$ cat src/rtl/bp_common_pkg.sv
// Shared BlackParrot constants and types; this slice carries the CLINT map and decode helpers.
package bp_common_pkg;

  localparam logic [15:0] clint_msip_offset_gp     = 16'h0000;
  localparam logic [15:0] clint_mtimecmp_offset_gp = 16'h4000;
  localparam logic [15:0] clint_mtime_offset_gp    = 16'hBFF8;
  localparam int unsigned clint_hart_stride_gp     = 8;

  // Absolute addresses are derived from the device base so they cannot drift from the offsets
  localparam int unsigned  paddr_width_gp           = 40;
  localparam logic [39:0]  clint_dev_base_addr_gp   = 40'h00_0030_0000;
  localparam logic [39:0]  ipi_reg_base_addr_gp     = clint_dev_base_addr_gp + 40'(clint_msip_offset_gp);
  localparam logic [39:0]  mtimecmp_reg_base_addr_gp = clint_dev_base_addr_gp + 40'(clint_mtimecmp_offset_gp);
  localparam logic [39:0]  mtime_reg_addr_gp        = clint_dev_base_addr_gp + 40'(clint_mtime_offset_gp);

  localparam logic [0:0] clint_state_ready = 1'b0;
  localparam logic [0:0] clint_state_resp  = 1'b1;

  typedef enum logic [1:0] {
    e_clint_msip,
    e_clint_mtimecmp,
    e_clint_mtime,
    e_clint_unmapped
  } clint_region_e;

  typedef struct packed {
    clint_region_e region;
    logic [3:0]    hart;
  } clint_decode_s;

  // Map a 16-bit device offset onto a register region and hart index; low 3 bits are ignored
  function automatic clint_decode_s clint_decode(input logic [15:0] off, input int unsigned num_core);
    clint_decode_s d;
    logic [10:0]   hart_full;
    hart_full = off[13:3];
    d.hart    = hart_full[3:0];
    d.region  = e_clint_unmapped;
    if (off[15:3] == clint_mtime_offset_gp[15:3])
      d.region = e_clint_mtime;
    else if ((off[15:14] == clint_msip_offset_gp[15:14]) && (32'(hart_full) < num_core))
      d.region = e_clint_msip;
    else if ((off[15:14] == clint_mtimecmp_offset_gp[15:14]) && (32'(hart_full) < num_core))
      d.region = e_clint_mtimecmp;
    return d;
  endfunction

endpackage

$ cat src/rtl/bp_clint_tick_gen.sv
// mtime prescaler: one-cycle tick every div_p clocks; constant high when div_p is 1.
module bp_clint_tick_gen #(
  parameter int unsigned div_p = 8
) (
  input  logic clk_i,
  input  logic reset_i,
  output logic tick_o
);

  if (div_p <= 1) begin : g_pass
    logic unused_clk_rst;
    assign unused_clk_rst = clk_i ^ reset_i;
    assign tick_o = 1'b1;
  end else begin : g_div
    localparam int unsigned cnt_w = $clog2(div_p);
    localparam logic [cnt_w-1:0] cnt_max = cnt_w'(div_p - 1);

    logic [cnt_w-1:0] cnt_r;

    always_ff @(posedge clk_i) begin
      if (reset_i)
        cnt_r <= '0;
      else if (cnt_r == cnt_max)
        cnt_r <= '0;
      else
        cnt_r <= cnt_r + cnt_w'(1);
    end

    assign tick_o = (cnt_r == cnt_max);
  end

endmodule

$ cat src/rtl/bp_clint_multicore.sv
// Core-local interruptor: mtime, per-hart mtimecmp/msip, and a single-outstanding request port.
module bp_clint_multicore
  import bp_common_pkg::*;
#(
  parameter int unsigned num_core_p       = 4,
  parameter int unsigned dword_width_p    = 64,
  parameter int unsigned dev_addr_width_p = 16,
  parameter int unsigned mtime_div_p      = 8
) (
  input  logic                        clk_i,
  input  logic                        reset_i,
  input  logic                        req_v_i,
  output logic                        req_ready_o,
  input  logic                        req_w_i,
  input  logic [dev_addr_width_p-1:0] req_addr_i,
  input  logic [dword_width_p-1:0]    req_data_i,
  output logic                        resp_v_o,
  output logic [dword_width_p-1:0]    resp_data_o,
  output logic                        resp_err_o,
  input  logic                        resp_yumi_i,
  output logic [num_core_p-1:0]       timer_irq_o,
  output logic [num_core_p-1:0]       soft_irq_o
);

  localparam int unsigned hart_w = (num_core_p > 1) ? $clog2(num_core_p) : 1;

  logic [0:0]               state_r, state_n;
  logic                     req_ready_r, resp_v_r, resp_err_r;
  logic [dword_width_p-1:0] resp_data_r;
  logic [dword_width_p-1:0] mtime_r;
  logic [dword_width_p-1:0] mtimecmp_r [num_core_p];
  logic [num_core_p-1:0]    msip_r;
  logic [num_core_p-1:0]    timer_irq_r, soft_irq_r;
  logic [num_core_p-1:0]    timer_cmp_c;

  logic                     tick;
  logic                     upper_zero;
  logic                     accept;
  clint_decode_s            dec;
  logic [hart_w-1:0]        hart_idx;
  logic [dword_width_p-1:0] rd_data;
  logic                     wr_msip, wr_mtimecmp, wr_mtime;

  bp_clint_tick_gen #(.div_p(mtime_div_p)) u_tick (
    .clk_i  (clk_i),
    .reset_i(reset_i),
    .tick_o (tick)
  );

  // Offsets wider than 16 bits must have zero upper bits to hit a register
  if (dev_addr_width_p > 16) begin : g_wide_addr
    assign upper_zero = ~|req_addr_i[dev_addr_width_p-1:16];
  end else begin : g_narrow_addr
    assign upper_zero = 1'b1;
  end

  always_comb begin
    dec = clint_decode(16'(req_addr_i), num_core_p);
    if (!upper_zero)
      dec.region = e_clint_unmapped;
  end

  assign hart_idx    = hart_w'(dec.hart);
  assign accept      = (state_r == clint_state_ready) && req_v_i;
  assign wr_msip     = accept && req_w_i && (dec.region == e_clint_msip);
  assign wr_mtimecmp = accept && req_w_i && (dec.region == e_clint_mtimecmp);
  assign wr_mtime    = accept && req_w_i && (dec.region == e_clint_mtime);

  // Read mux samples the pre-edge register contents
  always_comb begin
    rd_data = '0;
    case (dec.region)
      e_clint_msip:     rd_data = dword_width_p'(msip_r[hart_idx]);
      e_clint_mtimecmp: rd_data = mtimecmp_r[hart_idx];
      e_clint_mtime:    rd_data = mtime_r;
      default:          rd_data = '0;
    endcase
  end

  always_comb begin
    timer_cmp_c = '0;
    for (int i = 0; i < int'(num_core_p); i++)
      timer_cmp_c[i] = (mtime_r >= mtimecmp_r[i]);
  end

  always_ff @(posedge clk_i) begin
    if (reset_i)
      state_r <= clint_state_ready;
    else
      state_r <= state_n;
  end

  always_comb begin
    state_n = state_r;
    case (state_r)
      clint_state_ready: if (req_v_i)     state_n = clint_state_resp;
      clint_state_resp:  if (resp_yumi_i) state_n = clint_state_ready;
      default:           state_n = clint_state_ready;
    endcase
  end

  // Handshake flags track the next state so they line up with state_r
  always_ff @(posedge clk_i) begin
    if (reset_i) begin
      req_ready_r <= 1'b1;
      resp_v_r    <= 1'b0;
      resp_data_r <= '0;
      resp_err_r  <= 1'b0;
    end else begin
      req_ready_r <= (state_n == clint_state_ready);
      resp_v_r    <= (state_n == clint_state_resp);
      if (accept) begin
        resp_data_r <= req_w_i ? '0 : rd_data;
        resp_err_r  <= (dec.region == e_clint_unmapped);
      end
    end
  end

  // Software mtime writes win over a coincident tick
  always_ff @(posedge clk_i) begin
    if (reset_i) begin
      mtime_r     <= '0;
      msip_r      <= '0;
      timer_irq_r <= '0;
      soft_irq_r  <= '0;
      for (int i = 0; i < int'(num_core_p); i++)
        mtimecmp_r[i] <= '1;
    end else begin
      if (wr_mtime)
        mtime_r <= req_data_i;
      else if (tick)
        mtime_r <= mtime_r + dword_width_p'(1);
      if (wr_msip)
        msip_r[hart_idx] <= req_data_i[0];
      if (wr_mtimecmp)
        mtimecmp_r[hart_idx] <= req_data_i;
      timer_irq_r <= timer_cmp_c;
      soft_irq_r  <= msip_r;
    end
  end

  assign req_ready_o = req_ready_r;
  assign resp_v_o    = resp_v_r;
  assign resp_data_o = resp_data_r;
  assign resp_err_o  = resp_err_r;
  assign timer_irq_o = timer_irq_r;
  assign soft_irq_o  = soft_irq_r;

endmodule

$ cat config.mk
export PLATFORM = sky130hd
export DESIGN_NAME = bp_clint_multicore
export DESIGN_NICKNAME = d
export VERILOG_FILES = /design/src/rtl/bp_common_pkg.sv /design/src/rtl/bp_clint_tick_gen.sv /design/src/rtl/bp_clint_multicore.sv
export SDC_FILE = /design/constraint.sdc
export NUM_CORES = 1
export LEC_CHECK = 0
export BUFFER_PORTS_ARGS = -buffer_cell sky130_fd_sc_hd__buf_2
export CAP_MARGIN = 0
export CORE_ASPECT_RATIO = 0.5
export CORE_UTILIZATION = 61
export DETAILED_ROUTE_END_ITERATION = 7
export PLACE_DENSITY = 0.8
export SYNTH_ARGS = -nofsm -noshare
export SYNTH_HDL_FRONTEND = slang
export SYNTH_SLANG_ARGS = --single-unit
$ cat constraint.sdc
create_clock -name clk_i -period 6.09 [get_ports clk_i]
set_input_delay 1.218 -clock clk_i [delete_from_list [all_inputs] [get_ports clk_i]]
set_output_delay 1.218 -clock clk_i [all_outputs]
set_load 0.02 [all_outputs]
==> results of run 1 <==
-- power by group through the flow --
stage                     registers [W]  clock network (W)  logic [W]
after global placement          0.00299                  0   0.000260
after detailed placement        0.00299                  0   0.000267
after global routing            0.00293            0.00254   0.000291
after floorplan                 0.00299                  0   0.000147
final                           0.00293            0.00244   0.000272
after CTS                       0.00293            0.00244   0.000268
-- layout by cell type, fill, tap and decap left out, types with 16 or more instances in the layout --
cell type,instances
sky130_fd_sc_hd__nor3_1,32
sky130_fd_sc_hd__nand2_1,98
sky130_fd_sc_hd__nand4_1,51
sky130_fd_sc_hd__xnor2_1,21
sky130_fd_sc_hd__nand3_1,53
sky130_fd_sc_hd__ha_1,259
sky130_fd_sc_hd__o21ai_0,59
sky130_fd_sc_hd__clkbuf_16,39
sky130_fd_sc_hd__buf_4,23
sky130_fd_sc_hd__mux4_2,65
sky130_fd_sc_hd__xor2_1,21
sky130_fd_sc_hd__a21oi_1,86
sky130_fd_sc_hd__a211oi_1,54
sky130_fd_sc_hd__buf_2,153
sky130_fd_sc_hd__or2_2,237
sky130_fd_sc_hd__inv_1,273
sky130_fd_sc_hd__edfxtp_1,256
sky130_fd_sc_hd__nor2_1,171
sky130_fd_sc_hd__or2_1,19
sky130_fd_sc_hd__a22o_1,62
sky130_fd_sc_hd__dfxtp_1,146
sky130_fd_sc_hd__nor4_1,16
sky130_fd_sc_hd__a22oi_1,66
sky130_fd_sc_hd__a21o_1,21
-- metrics by stage --
| step | hold slack (ns) | util (%) | std cells | cell area (um2) | power (W) |
|---|---|---|---|---|---|
| finish | 0.444 | 68.8 | 3033 | 27000 | 0.00564 |
| global route | 0.474 | 68.8 | 3033 | 27000 | 0.00577 |
| CTS | 0.453 | 68.7 | 3027 | 27000 | 0.00564 |
| detailed placement | 0.448 | 65.6 | 2959 | 25700 | 0.00326 |
| global placement | 0.417 | 65.6 | 2959 | 25700 | 0.00325 |
| floorplan | 0.408 | - | 2358 | 24500 | 0.00314 |
-- worst max-delay path, delay by kind of cell --
kind / cells / cell delay [ns]
AND/OR/NAND/NOR: 5 / 2.62
buffers and inverters: 2 / 0.72
-- cells by family (layout without fill, tap and decap cells) --
family,count (synthesis),in the layout,share of synthesized area (%)
AOI/OAI and AO/OA,414,414,11.7
xor gates and xnor gates,42,42,1.50
adders and majority gates,259,259,13.2
buffers and inverters,379,518,6.00
DFF,402,402,43.3
muxes,76,76,6.43
other,0,6,0
and+or+nand+nor,786,786,17.8
-- flip-flops by register name, summed over array words and instances, names as in the netlist --
register / cells
msip_r: 4
mtime_r: 64
mtimecmp_r: 256
req_ready_o: 1
resp_data_o: 64
resp_err_o: 1
resp_v_o: 1
soft_irq_o: 4
timer_irq_o: 4
u_tick.g_div.cnt_r: 3
-- path summary, 6_finish.rpt --
path,from,endpoint,slack [ns],depth (start not counted)
min reg2reg,u_tick.g_div.cnt_r[0],u_tick.g_div.cnt_r[0],0.44,1
max,req_addr_i[12],mtimecmp_r[0][38],1.80,7
min,u_tick.g_div.cnt_r[0],u_tick.g_div.cnt_r[0],0.44,1
max reg2reg,u_tick.g_div.cnt_r[0],mtime_r[57],2.00,8
-- per-layer routing --
layer  track usage [%]  vias up  share of wire [%]
met5                 0        -                  0
met4              12.8        0                3.5
met3              7.90      159                 11
met2              52.8      950                 45
met1              45.2     9216                 41
li1                  -     8763                  -
-- area by class of cell --
type / instances / area, um2
Clock buffer: 57 / 1090
Antenna cell: 6 / 15.0
Sequential cell: 402 / 10600
Inverter: 273 / 1020
Clock inverter: 11 / 130
Multi-Input combinational cell: 1577 / 12500
Tap cell: 530 / 663
Timing Repair Buffer: 177 / 958
Fill cell: 2893 / 12300
==> flow_results.org, run 1 <==
** Timing
- Min Clock Period, post-route :: about 4.3 ns
- The number of pins with negative max-slew slack in the final report came to 0.
- Summed over all failing endpoints, the final setup total negative slack is 0 ns.
- Worst setup skew after layout :: 0.0298 ns
- Setup violations remaining at the end of the flow were counted as 0.
- For the pin with the worst max-slew slack, the measured transition is 1.34 ns.
- The final count of hold timing violations came to 0.
- Part of the cycle the worst path needs :: between 70% and 80%
- Unrepaired setup endpoints after global routing :: false
- Measured against its own limit, the worst slew margin works out to under 10%.
- Derived from the worst setup path, the maximum achievable clock frequency is 0.233 GHz.
- Final worst slack :: 1.80 ns

** Detailed routing
- Via count :: about 19,000
- DRT Pass-1 Iters :: 6
- The count of nets left with antenna violations once routing finished came out at 0.
- Post-detailed-routing wire length :: 68,800 um
- Number of vias per cell after detailed routing :: 6.29
- After the first detailed-routing iteration, the DRC count stood at 2,066.
- Post-route DRC :: 0
- Avg WL per Cell :: 22.7 um

** Synthesis
- For this run, asynchronously set or reset flops after synthesis account for 0%.
- Synth top area cells :: sky130_fd_sc_hd__edfxtp_1 (31%), sky130_fd_sc_hd__ha_1 (13%), sky130_fd_sc_hd__dfxtp_1 (12%), sky130_fd_sc_hd__or2_2 (6.1%), sky130_fd_sc_hd__mux4_2 (6.0%)
- Top FF cell, synth :: sky130_fd_sc_hd__edfxtp_1
- Post-synth EDFFs :: ~260
- Synthesis Warnings :: 0
- After synthesis the netlist holds a flip-flop and latch count of around 400.
- Cells after Synth :: 2,358
- Sequential share of the synthesized area :: 43.3%
- Averaged over all synthesized cells, the footprint is a little over 10 um2.
- Dominant cell by count in the synthesized netlist :: sky130_fd_sc_hd__inv_1
- Counting every net in the synthesized netlist gives 2,702.
- The mapped netlist covers 24,500 um2.
- Post-synth top area share :: 31.4%
- Cell variety after synth :: 72
- Of all cell types, the one taking the most synthesized area is sky130_fd_sc_hd__edfxtp_1.
- Commonest cells post-synth :: sky130_fd_sc_hd__inv_1 (273), sky130_fd_sc_hd__ha_1 (259), sky130_fd_sc_hd__edfxtp_1 (256)

** Clocking
- TritonCTS created 38 clock buffers.
- In this run the number of H-tree levels came out at 2.
- Clock tree sinks :: 402
- TritonCTS built the clock tree.
- Maximum number of buffers from clock root to sink :: 3
- Number of gates given a new drive strength after cts :: 0
- Clock-pin transition on the worst setup and hold timing paths :: about 0.060 ns
- Post-CTS timing repair inserted 0 buffers for setup.
- After clock tree synthesis, the flow added hold-fix buffers numbering 0.
- The tree is rooted in a sky130_fd_sc_hd__clkbuf_16.
- At the later pin of the worst-skew pair, clock insertion delay measures 0.56 ns.

** Global routing
- First-pass GRT wire length :: 105,000 um
- Maximum number of pins on one net before global-route repair :: 74
- The number of antenna violations at the first check in global routing is 6.
- The via count of the first global-routing pass was around 19,000.
- Grt ovf :: 0
- Global routing used about a third of the available tracks.

** Flow run
- Max-cap check violation count :: 0

** Min path
- Path category of the worst min-delay check :: flop to flop

** Power and ir drop
- Combinational logic burns 4.8% of the power.
- In this run the static leakage power is 12.1 nW.
- The worst-case IR drop observed on VDD is 0.199 mV.
- Sequential share of power :: 52.0%
- Power spread over the standard cell area amounts to 209 nW/um2.
- Cell internal pwr :: 0.00437 W
- Of the total power, the share spent switching nets is 22.6%.
- Switching component of the power :: about 0.0013 W
- The clock network is responsible for 43.2% of the overall power.

** Floorplan
- Vert. Die Dim :: 144 um
- Floorplan die area :: 41,000 um2
- In this run the standard cell core region covers 39,200 um2.
- In this run the horizontal extent of the chip is 285 um.
- # rows :: 51
- # IOs :: 160
- Once the floorplan was initialized, standard cells occupied slightly above 60% of the core.

** Place
- Count of input and output buffers :: roughly 160
- Minimum setup slack after placement :: 1.36 ns
- The congestion estimate from routability-driven global placement came to 0.914.
- The HPWL after detailed placement is 46,200 um.

** Worst setup path
- STA classifies the critical path endpoint as a flop.
- The worst setup path is launched from a primary input.
- Worst endpoint required time :: 6.38 ns
- Among all stages on the critical path, the largest delay is contributed by sky130_fd_sc_hd__nand3_2.
- Data arrival time of the critical path :: 4.57 ns
- For this run, the slowest stage of the critical path takes 1.02 ns.
- Critical path peak fanout :: 44
- Worst Path Class, Setup :: primary input to flop
- Series of cell instances along the critical path :: buf_2 -> nor4_1 -> nand4_1 -> nor3_4 -> nand3_2 -> buf_4 -> or2_2

** Layout
- Area growth from synthesis to final layout :: 10.2%
- Final-stage net count :: ~2,800
- Share of final-layout standard cells stronger than drive strength 1 :: 23.0%

** Outcome
- The flow ran to the end, and the final reports show no timing, DRC or antenna violations.
(Power assumes the default switching activity.)
==> run 2: changes to the inputs <==
--- a/config.mk
+++ b/config.mk
@@ -8,9 +8,9 @@
 export BUFFER_PORTS_ARGS = -buffer_cell sky130_fd_sc_hd__buf_2
 export CAP_MARGIN = 0
 export CORE_ASPECT_RATIO = 0.5
-export CORE_UTILIZATION = 61
+export CORE_UTILIZATION = 56
 export DETAILED_ROUTE_END_ITERATION = 7
-export PLACE_DENSITY = 0.8
+export PLACE_DENSITY = 0.77
 export SYNTH_ARGS = -nofsm -noshare
 export SYNTH_HDL_FRONTEND = slang
 export SYNTH_SLANG_ARGS = --single-unit
==> constraint.sdc (replaced) <==
create_clock -name clk_i -period 3.8 [get_ports clk_i]
set_input_delay 0.76 -clock clk_i [delete_from_list [all_inputs] [get_ports clk_i]]
set_output_delay 0.76 -clock clk_i [all_outputs]
set_load 0.02 [all_outputs]
==> flow_results.org, run 2 (same netlist as run 1, synthesis figures left out) <==
** Worst setup path
- By startpoint and endpoint, the worst setup path is classified as flop to flop.
- Tracing the worst setup path back leads to its startpoint at mtime_r[44].
- Critical path peak fanout :: 9
- Critical register-to-register path startpoint :: mtime_r[44]
- Slowest Stage Delay on Critical Path :: 0.65 ns
- The worst setup path is captured at a flop.
- Cells on worst reg2reg path :: 7
- For the worst setup path, the data required time is 4.27 ns.
- For this design, the slowest cell found on the critical path is sky130_fd_sc_hd__nor4_1.
- WP depth :: 7
- Type of origin of the critical path :: flop
- In this design, the critical path's most frequently occurring cell is sky130_fd_sc_hd__nor4_1.
- The number of buffers and inverters on the critical path is 1.
- Data arrival time of the critical path :: 3.41 ns
- Series of cell instances along the critical path :: ha_1 -> nand4_1 -> nor4_1 -> inv_1 -> nor4_1 -> o21ai_0 -> o211ai_1
- In this design, the largest share of critical-path delay is due to simple AND/OR/NAND/NOR gates.

** Clocking
- Clock root buffer master :: sky130_fd_sc_hd__clkbuf_16
- Hold_buf cts :: 0
- Number of gates given a new drive strength after cts :: 0
- Clock tree synthesis found a total of 402 sinks.
- Buffers inserted during clock tree synthesis total 38.
- Clock-pin transition on the worst setup and hold timing paths :: about 0.07 ns
- The clock passes through at most 3 buffers.
- In this run the post-CTS setup repair buffer count came out at 0.
- The H-tree generated during clock tree synthesis spans 2 levels.
- For the worst-skew pair, the clock arrives at the later sink with an insertion delay of 0.56 ns.
- TritonCTS built the clock tree.

** Floorplan
- Floorplan die area :: 44,600 um2
- In this run the standard cell core region covers approximately 43,000 um2.
- Starting Density :: 57.5%
- 160 I/O pins were placed.
- # rows :: 53
- In this run the horizontal extent of the chip is 298 um.
- Measured along the y axis, the die boundary spans 150 um.

** Place
- The congestion estimate from routability-driven global placement came to approximately 0.89.
- DP Wirelength :: 47,700 um
- Cells after DPL :: 3,033
- Count of input and output buffers :: 156

** Detailed routing
- DRT Pass-1 Iters :: 5
- Post-route DRC :: 0
- Post-detailed-routing wire length :: 69,300 um
- Via count :: 19,300
- Number of vias per cell after detailed routing :: 6.21
- Number of routed nets with antenna violations :: 0
- Avg WL per Cell :: 22.3 um
- Number of DRC violations after detailed-routing iteration 0 :: between 1,500 and 2,000

** Timing
- The worst path uses 77.4% of the clock period.
- Min Hold Slack :: between 0.4 and 0.5 ns
- Min Clock Period, post-route :: 2.94 ns
- Worst setup skew after layout :: 0.0232 ns
- Achievable clock frequency :: around 0.34 GHz
- Setup TNS after final layout :: 0 ns
- Setup repair after global routing left no endpoint under its margin.
- In this run the tightest slew margin relative to its limit is 32.5%.
- The final count of hold timing violations was 0.
- Setup violations remaining at the end of the flow were counted as 0.
- The number of pins with negative max-slew slack in the final report was 0.
- For the pin with the worst max-slew slack, the measured transition is between 1 and 1.5 ns.

** Layout
- The register with the most flip-flops in the layout has 256 of them.
- Counting flops per register, the top entry is mtimecmp_r.
- Leaving out fill and tap cells, the most frequent cell in the layout is sky130_fd_sc_hd__inv_1.
- Area growth from synthesis to final layout :: 12.2%
- In the final design database the tool counted between 2,000 and 3,000 nets.
- The count of cells in the finished layout, fillers not included, comes to 3,108.
- Share of final-layout standard cells stronger than drive strength 1 :: 24.1%
- In the layout the commonest cells are sky130_fd_sc_hd__inv_1 (273), sky130_fd_sc_hd__ha_1 (259), sky130_fd_sc_hd__edfxtp_1 (256).
- Counting the fill cells in the layout gives ~3,300.

** Power and ir drop
- Switching component of the power :: 0.00209 W
- Combinational group share of total power :: 4.9%
- Net switching is 22.3% of the power.
- The clock network burns 45.1% of the power.
- In this run the power density over the cells is around 340 nW/um2.
- Leakage :: 12.3 nW
- The internal power of the cells totals 0.00730 W.
- Of the total power, registers draw 50.0%.
- Worst ir drop on vdd :: about 0.33 mV

** Outcome
- The run finished with clean final reports.

** Global routing
- Entering global routing, the biggest net connects 81 pins.
- First-pass GRT wire length :: 107,000 um
- Total Routing Usage GR :: between 30% and 40%
- Via count of the first global-routing pass :: 19,000
- After global routing the overflow that remains totals 0.
- Initial antenna violation count :: 5

** Min path
- Worst hold start :: resp_yumi_i
- The worst hold path was traced through 2 stages.
- Path category of the worst min-delay check :: primary input to flop

** Flow run
- Max-cap violations in this run came to 0.
[run 2: cell types whose count changed in the layout (fill, tap and decap cells not counted), moves of 2 or more]
cell | before | now
sky130_fd_sc_hd__buf_12 | 1 | 6
sky130_fd_sc_hd__buf_4 | 23 | 45
sky130_fd_sc_hd__clkbuf_1 | 13 | 8
sky130_fd_sc_hd__clkbuf_16 | 39 | 44
sky130_fd_sc_hd__clkinvlp_4 | 0 | 2
[run 2: power groups by stage]
| stage | registers [W] | clock network, W | logic, W |
|---|---|---|---|
| finish | 0.00469 | 0.00424 | 0.000458 |
| global route | 0.00470 | 0.00442 | 0.000484 |
| CTS | 0.00469 | 0.00426 | 0.000450 |
| detailed placement | 0.00479 | 0 | 0.000448 |
| global placement | 0.00479 | 0 | 0.000439 |
| floorplan | 0.00479 | 0 | 0.000236 |
[run 2: path summary, 6_finish.rpt]
| path | to | slack, ns |
|---|---|---|
| setup / recovery | timer_irq_o[1] | 0.86 |
| hold / removal | resp_v_o | 0.42 |
| hold reg to reg | u_tick.g_div.cnt_r[0] | 0.44 |
| setup reg to reg | timer_irq_o[1] | 0.86 |
[run 2: cell type report]
type | instances | area [um2] | share of cell area [%]
multi-input combinational | 1577 | 12500 | 45.5
clock buffer | 58 | 1210 | 4.42
antenna | 5 | 12.5 | 0.0456
inverter | 273 | 1020 | 3.73
clock inverter | 12 | 166 | 0.606
sequential | 402 | 10600 | 38.6
tap | 577 | 722 | 2.63
timing repair buffer | 204 | 1220 | 4.46
[run 2: layer usage]
metal  vias up  GRT usage (%)  share of wire (%)
met5         -              0                  0
met4         0           12.8                3.7
met3       191           6.87                9.1
met2       909           50.4                 46
met1      9373           40.5                 41
li1       8819              -                  -
[run 2: worst register-to-register path, cell delays in order (launching register included)]
cell	delay [ns]
sky130_fd_sc_hd__dfxtp_1	0.62
sky130_fd_sc_hd__ha_1	0.26
sky130_fd_sc_hd__nand4_1	0.14
sky130_fd_sc_hd__nor4_1	0.53
sky130_fd_sc_hd__inv_1	0.08
sky130_fd_sc_hd__nor4_1	0.65
sky130_fd_sc_hd__o21ai_0	0.32
sky130_fd_sc_hd__o211ai_1	0.27
[run 2: stage by stage]
step	total power, W	instance area (um2)	utilization (%)	setup WS [ns]
global placement	0.00523	26100	61.2	0.683
floorplan	0.00503	24500	-	0.251
finish	0.00939	27500	64.5	0.860
CTS	0.00940	27500	64.5	0.980
detailed placement	0.00524	26100	61.2	0.682
global route	0.00960	27500	64.5	0.621
